File: src/rtl/icache_pf_pkg.sv
// Shared types, AXI encodings and line-address helper for the icache stream prefetcher.
package icache_pf_pkg;

  typedef enum logic [1:0] {IDLE, ADDR, DATA} pf_state_t;

  localparam logic [1:0] BURST_FIXED = 2'b00;
  localparam logic [1:0] BURST_INCR  = 2'b01;
  localparam logic [1:0] BURST_WRAP  = 2'b10;
  localparam logic [1:0] RESP_OKAY   = 2'b00;

  // Callers widen to 64 bits on entry and cast the result back to their address width.
  function automatic logic [63:0] line_base(input logic [63:0] addr, input int unsigned line_words);
    logic [63:0] mask;
    mask = 64'(line_words * 4) - 64'd1;
    return addr & ~mask;
  endfunction

endpackage

File: src/rtl/pf_line_store.sv
// Prefetched-line buffer: tag/valid/data per entry, parallel lookup, victim choice and write port.
module pf_line_store
  import icache_pf_pkg::*;
#(
  parameter int ADDR_W     = 32,
  parameter int LINE_WORDS = 16,
  parameter int ENTRIES    = 2
) (
  input  logic                     clk,
  input  logic                     rst,
  input  logic                     lk_valid,
  input  logic [ADDR_W-1:0]        lk_line,
  input  logic                     lk_take,
  output logic                     lk_hit,
  output logic [LINE_WORDS*32-1:0] lk_data,
  input  logic [ADDR_W-1:0]        probe_line,
  output logic                     probe_hit,
  input  logic                     flush,
  input  logic                     commit,
  input  logic [ADDR_W-1:0]        commit_tag,
  input  logic [LINE_WORDS*32-1:0] commit_data
);

  localparam int IDX_W = (ENTRIES > 1) ? $clog2(ENTRIES) : 1;

  logic [ENTRIES-1:0]        valid_q;
  logic [ADDR_W-1:0]         tag_q  [ENTRIES];
  logic [LINE_WORDS*32-1:0]  data_q [ENTRIES];
  logic [IDX_W-1:0]          rr_q;
  logic [IDX_W-1:0]          rr_d;
  logic [IDX_W-1:0]          victim_idx;
  logic [ENTRIES-1:0]        lk_match;
  logic [ENTRIES-1:0]        probe_match;
  logic [ENTRIES-1:0]        take_vec;
  logic [ENTRIES-1:0]        commit_vec;
  logic                      all_valid;

  genvar gi;
  generate
    for (gi = 0; gi < ENTRIES; gi++) begin : g_entry
      assign lk_match[gi]    = valid_q[gi] && (tag_q[gi] == lk_line);
      // The probe sees the buffer as it will be after this cycle's take.
      assign probe_match[gi] = valid_q[gi] && !take_vec[gi] && (tag_q[gi] == probe_line);
      assign commit_vec[gi]  = commit && (victim_idx == IDX_W'(gi));

      always_ff @(posedge clk) begin
        if (commit_vec[gi]) begin
          tag_q[gi]  <= commit_tag;
          data_q[gi] <= commit_data;
        end
      end
    end
  endgenerate

  assign lk_hit    = lk_valid && (|lk_match);
  assign probe_hit = |probe_match;
  assign take_vec  = (lk_take && lk_hit) ? lk_match : '0;
  assign all_valid = &valid_q;
  assign rr_d      = (rr_q == IDX_W'(ENTRIES - 1)) ? '0 : rr_q + IDX_W'(1);

  always_comb begin
    lk_data = '0;
    for (int i = 0; i < ENTRIES; i++) begin
      if (lk_match[i]) lk_data = lk_data | data_q[i];
    end
  end

  always_comb begin
    victim_idx = rr_q;
    for (int i = ENTRIES - 1; i >= 0; i--) begin
      if (!valid_q[i]) victim_idx = IDX_W'(i);
    end
  end

  always_ff @(posedge clk) begin
    if (rst) begin
      valid_q <= '0;
      rr_q    <= '0;
    end else begin
      if (flush) valid_q <= '0;
      else       valid_q <= (valid_q & ~take_vec) | commit_vec;
      if (commit && !flush && all_valid) rr_q <= rr_d;
    end
  end

endmodule

File: src/rtl/icache_stream_prefetch.sv
// Next-line icache prefetcher: one AXI read burst per accepted trigger, filling pf_line_store.
// Build option PF_ERR_DROP_EN: drop any line that saw a non-OKAY rresp beat.
module icache_stream_prefetch
  import icache_pf_pkg::*;
#(
  parameter int          ADDR_W     = 32,
  parameter int          LINE_WORDS = 16,
  parameter int          ENTRIES    = 2,
  parameter int unsigned AXI_ID     = 0
) (
  input  logic                     clk,
  input  logic                     rst,
  input  logic                     trig_valid,
  input  logic [ADDR_W-1:0]        trig_addr,
  input  logic                     flush,
  input  logic                     lk_valid,
  input  logic [ADDR_W-1:0]        lk_addr,
  input  logic                     lk_take,
  output logic                     lk_hit,
  output logic                     lk_busy,
  output logic [LINE_WORDS*32-1:0] lk_data,
  output logic [3:0]               arid,
  output logic [ADDR_W-1:0]        araddr,
  output logic [7:0]               arlen,
  output logic [2:0]               arsize,
  output logic [1:0]               arburst,
  output logic [1:0]               arlock,
  output logic [3:0]               arcache,
  output logic [2:0]               arprot,
  output logic                     arvalid,
  input  logic                     arready,
  input  logic [3:0]               rid,
  input  logic [31:0]              rdata,
  input  logic [1:0]               rresp,
  input  logic                     rlast,
  input  logic                     rvalid,
  output logic                     rready
);

  localparam int CNT_W = $clog2(LINE_WORDS) + 1;

  pf_state_t               state_q;
  logic [ADDR_W-1:0]       tgt_q;
  logic [ADDR_W-1:0]       araddr_q;
  logic                    arvalid_q;
  logic                    rready_q;
  logic [CNT_W-1:0]        cnt_q;
  logic                    discard_q;
  logic [31:0]             fill_buf_q [LINE_WORDS];

  logic [ADDR_W-1:0]        trig_tgt;
  logic [ADDR_W-1:0]        lk_line;
  logic                     probe_hit;
  logic                     accept;
  logic                     beat;
  logic                     last_word;
  logic                     beat_err;
  logic                     discard_set;
  logic                     commit;
  logic [LINE_WORDS*32-1:0] commit_data;
  logic                     unused_axi;

  assign trig_tgt  = ADDR_W'(line_base(64'(trig_addr), LINE_WORDS)) + ADDR_W'(LINE_WORDS * 4);
  assign lk_line   = ADDR_W'(line_base(64'(lk_addr), LINE_WORDS));
  // A zero target means the trigger was in the top line; never wrap around.
  assign accept    = (state_q == IDLE) && trig_valid && (trig_tgt != '0) && !probe_hit;
  assign beat      = (state_q == DATA) && rvalid;
  assign last_word = (cnt_q == CNT_W'(LINE_WORDS - 1));

`ifdef PF_ERR_DROP_EN
  assign beat_err = beat && (rresp != RESP_OKAY);
`else
  assign beat_err = 1'b0;
`endif
  assign unused_axi = ^{rid, rresp};

  assign discard_set = ((state_q != IDLE) && flush)
                     || (beat && rlast && !last_word)
                     || (beat && !rlast && last_word)
                     || beat_err;
  assign commit = beat && rlast && !discard_q && !discard_set;

  genvar gi;
  generate
    for (gi = 0; gi < LINE_WORDS; gi++) begin : g_word
      if (gi == LINE_WORDS - 1) begin : g_last
        assign commit_data[gi*32 +: 32] = rdata;
      end else begin : g_buf
        assign commit_data[gi*32 +: 32] = fill_buf_q[gi];
      end
    end
  endgenerate

  always_ff @(posedge clk) begin
    if (beat && !cnt_q[CNT_W-1]) fill_buf_q[cnt_q[CNT_W-2:0]] <= rdata;
  end

  always_ff @(posedge clk) begin
    if (rst) begin
      state_q   <= IDLE;
      tgt_q     <= '0;
      araddr_q  <= '0;
      arvalid_q <= 1'b0;
      rready_q  <= 1'b0;
      cnt_q     <= '0;
      discard_q <= 1'b0;
    end else begin
      case (state_q)
        IDLE: begin
          if (accept) begin
            tgt_q     <= trig_tgt;
            araddr_q  <= trig_tgt;
            arvalid_q <= 1'b1;
            cnt_q     <= '0;
            discard_q <= 1'b0;
            state_q   <= ADDR;
          end
        end
        ADDR: begin
          discard_q <= discard_q | discard_set;
          if (arready) begin
            arvalid_q <= 1'b0;
            rready_q  <= 1'b1;
            state_q   <= DATA;
          end
        end
        DATA: begin
          discard_q <= discard_q | discard_set;
          if (beat) begin
            if (!cnt_q[CNT_W-1]) cnt_q <= cnt_q + CNT_W'(1);
            if (rlast) begin
              rready_q <= 1'b0;
              state_q  <= IDLE;
            end
          end
        end
        default: state_q <= IDLE;
      endcase
    end
  end

  pf_line_store #(
    .ADDR_W    (ADDR_W),
    .LINE_WORDS(LINE_WORDS),
    .ENTRIES   (ENTRIES)
  ) u_store (
    .clk        (clk),
    .rst        (rst),
    .lk_valid   (lk_valid),
    .lk_line    (lk_line),
    .lk_take    (lk_take),
    .lk_hit     (lk_hit),
    .lk_data    (lk_data),
    .probe_line (trig_tgt),
    .probe_hit  (probe_hit),
    .flush      (flush),
    .commit     (commit),
    .commit_tag (tgt_q),
    .commit_data(commit_data)
  );

  assign lk_busy = lk_valid && (state_q != IDLE) && (tgt_q == lk_line) && !discard_q;

  assign arid    = 4'(AXI_ID);
  assign araddr  = araddr_q;
  assign arlen   = 8'(LINE_WORDS - 1);
  assign arsize  = 3'd2;
  assign arburst = BURST_INCR;
  assign arlock  = 2'b00;
  assign arcache = 4'b0000;
  assign arprot  = 3'b000;
  assign arvalid = arvalid_q;
  assign rready  = rready_q;

endmodule

File: config.mk
export PLATFORM = sky130hd
export DESIGN_NAME = icache_stream_prefetch
export DESIGN_NICKNAME = d
export VERILOG_FILES = /design/src/rtl/icache_pf_pkg.sv /design/src/rtl/pf_line_store.sv /design/src/rtl/icache_stream_prefetch.sv
export SDC_FILE = /design/constraint.sdc
export NUM_CORES = 1
export LEC_CHECK = 0
export ABC_AREA = 0
export CORE_MARGIN = 2
export CORE_UTILIZATION = 50
export CTS_BUF_LIST = sky130_fd_sc_hd__clkbuf_16
export CTS_CLUSTER_SIZE = 28
export DETAILED_ROUTE_END_ITERATION = 12
export PLACE_DENSITY_LB_ADDON = 0.08
export SLEW_MARGIN = 5
export SYNTH_ARGS = -nofsm -noshare
export SYNTH_HDL_FRONTEND = slang
export SYNTH_SLANG_ARGS = --single-unit
File: constraint.sdc
create_clock -name clk -period 30.3 [get_ports clk]
set_input_delay 4.545 -clock clk [delete_from_list [all_inputs] [get_ports clk]]
set_output_delay 4.545 -clock clk [all_outputs]
set_load 0.02 [all_outputs]
==> metrics.csv <==
metric,value,unit
maxCapViolCount,0,
gp_congestion,0.908,
num_vias,30200,
yosysSeqAreaShare,83.3,%
synth_cells,2905,
leakagePower,22.4,nW
synthDistinctLibCells,70,
pre_cts_ws,15.89,ns
drc,0,
grt_pass1_vias,30500,
clkSinkCount,1595,
end_kind,primary output,
min_from,fill_buf_q[0][0],
slew_headroom,15.0,%
crit_arrival,9.93,ns
finalHoldViolCount,0,
core_area,113000,um^2
ys_warn_count,0,
setup_viol,0,
cp-start-kind,input pin,
h-tree-depth,4,
fp.dieH,342,um
fp.dieArea,117000,um^2
worst_clock_skew,0.0522,ns
synthTopCellsByArea,"edfxtp_1 (82%), a22o_1 (7.9%), dfxtp_1 (1.4%)",
cts-resized-gates,0,
grt_overflow,0,
synth_seq_cells,1595,
synth_top_area_cell,edfxtp_1,
grt_max_degree,182,
synth_area,57000,um^2
first_pass_iters,5,
nets,3717,
netlist.area_leader.share,82.0,%
wl_per_cell,29.4,um
hpwl,95.8,mm
ant_nets,0,
drt_first_iter_violations,3063,
io_buffers,634,
grt_setup_unrepaired,false,
die_w,342,um
post_cts_buffers,0,
synthFlopType,edfxtp_1,
finish.utilization,62.0,%
fp-row-count,123,
clock_latency,0.78,ns
period_share,47.8,%
clockBufferDepth,3,
crit_fanout,181,
clk_pin_slew_worst_paths,0.06,ns
ys_async_sr_fraction,0,%
pwr_density_cell,63.0,nW/um^2
grt_pass1_wl,216,mm
tightest_slew,1.27,ns
routed_wl,154,mm
critPathRequiredTime,25.76,ns
hp-class,reg2reg,
cp-startpoint,lk_addr[29],
peakVddDrop,0.0452,mV
viasPerCell,5.79,
path_class,in2out,
rrSetupSlack,23.77,ns
setup_tns,0,ns
finalWorstSetupSlack,15.83,ns
numCtsBuffers,156,
synth_edf_count,1556,
antenna_found_initial,13,
globalRouteTotalUtil,26.0,%
root_buffer,clkbuf_16,
rr_startpoint,state_q[0],
io_pins,685,
period_needed,14.47,ns
start_util,50.5,%
ctsHoldBuffers,0,
drive_gt1_share,8.20,%
syn2layout_area_growth,22.7,%
status,"complete, no violations",
slew_viol_final,0,
max_freq,69.1,MHz
synth.avg_cell_area,19.6,um^2
cts_tree,yes,
cell usage after synthesis (3+ instances only):
cell,count
and4_1,7
xnor2_1,87
a2111oi_0,3
ha_1,9
o21ai_0,13
a22oi_1,3
inv_1,21
or3_1,6
a21oi_1,50
a211oi_1,6
mux2i_1,5
buf_2,10
nand3_1,34
o211ai_1,3
o22ai_1,6
a2bb2oi_1,3
a31o_2,4
buf_1,26
nand2_1,40
nand4_1,33
a31oi_1,5
and3_1,9
nand2b_1,13
nor4_1,29
and2_1,4
edfxtp_1,1556
a311oi_1,22
a22o_1,513
buf_4,37
dfxtp_1,39
a21o_1,5
clkbuf_1,116
nor2b_1,7
xor2_1,59
nor3_1,27
or4_1,4
nor2_1,44
state kept, by name (all words and copies together), names as in the netlist:
| register | flops |
|---|---|
| u_store.rr_q | 1 |
| discard_q | 1 |
| fill_buf_q | 480 |
| cnt_q | 5 |
| u_store.valid_q | 2 |
| u_store.data_q | 1024 |
| araddr | 26 |
| rready | 1 |
| u_store.tag_q | 52 |
| state_q | 2 |
| arvalid | 1 |
per-layer routing:
metal,global-route usage (%),up-vias,part of all wire [%]
li1,-,13200,-
met4,7.43,0,2.6
met5,0,-,0
met1,33.5,15600,39
met2,42.5,1255,49
met3,8.14,207,9.4
worst max-delay path, stage by stage:
cell and delay (ns):
clkdlybuf4s50_1 0.55, xor2_1 0.22, nor4_1 0.56, nand4_1 0.18, nor4_2 0.37, buf_4 0.69
buf_12 0.64, buf_4 0.94, a22o_1 0.24, clkdlybuf4s50_1 0.74
report_power, final:
group          total [mW]  internal [mW]  switching, mW
Sequential           2.43           2.41         0.0181
Clock                1.82           1.02          0.801
Combinational       0.156         0.0531          0.103
Total                4.40           3.48          0.922
cells by family after synthesis:
kind of cell | count (synthesis) | share of synthesized area, %
AO/OA/AOI/OAI | 665 | 9.75
XOR/XNOR | 149 | 2.37
adder cells (fa/ha/maj) | 9 | 0.198
buffers and inverters | 212 | 1.69
flip-flops | 1595 | 83.3
multiplexers | 7 | 0.127
other | 2 | 0.0132
AND/OR/NAND/NOR | 266 | 2.50
layout make-up:
class,count,area [um^2]
tap,1500,1880
multi-input combinational,1128,8770
clock inverter,124,918
timing repair buffer,695,6820
clock buffer,157,3930
fill,8009,42900
sequential,1595,47500
antenna,7,17.5
inverter,21,78.8
per-stage QoR:
| step | hold slack [ns] | std cells | instance area (um^2) | power [mW] |
|---|---|---|---|---|
| finish | 0.416 | 5227 | 69900 | 4.40 |
| detailed placement | 0.429 | 4939 | 65100 | 2.63 |
| floorplan | 0.421 | 2935 | 57100 | 2.55 |
| global route | 0.424 | 5222 | 69900 | 4.54 |
| CTS | 0.399 | 5220 | 69900 | 4.44 |
| global placement | 0.422 | 4939 | 65100 | 2.63 |
layout by cell type (no fill, tap or decap), types with 6 or more instances in the layout:
master | synthesis | layout
clkdlybuf4s50_1 | 0 | 627
and3_1 | 9 | 9
inv_1 | 21 | 68
a311oi_1 | 22 | 22
diode_2 | 0 | 7
nor2_1 | 44 | 32
edfxtp_1 | 1556 | 1556
a22o_1 | 513 | 513
dfxtp_1 | 39 | 39
xor2_1 | 59 | 59
a211oi_1 | 6 | 6
nor2b_1 | 7 | 7
ha_1 | 9 | 9
o22ai_1 | 6 | 6
and4_1 | 7 | 7
clkinv_2 | 0 | 24
xnor2_1 | 87 | 87
clkinv_1 | 0 | 29
a21oi_1 | 50 | 50
nand4_1 | 33 | 33
nand3_1 | 34 | 34
nor4_1 | 29 | 27
nor3_1 | 27 | 23
conb_1 | 2 | 32
nand2b_1 | 13 | 13
buf_4 | 37 | 57
or3_1 | 6 | 6
o21ai_0 | 13 | 13
bufinv_16 | 0 | 8
nor2_4 | 0 | 12
buf_2 | 10 | 7
nand2_1 | 40 | 40
clkbuf_16 | 0 | 157
worst paths after layout:
kind	endpoint	cells after the start
worst max-delay path	lk_data[87]	10
worst min-delay path	u_store.data_q[0][512]	0
worst max register to register	u_store.data_q[0][753]	12
worst min register to register	u_store.data_q[0][512]	0
(Power assumes the default switching activity.)
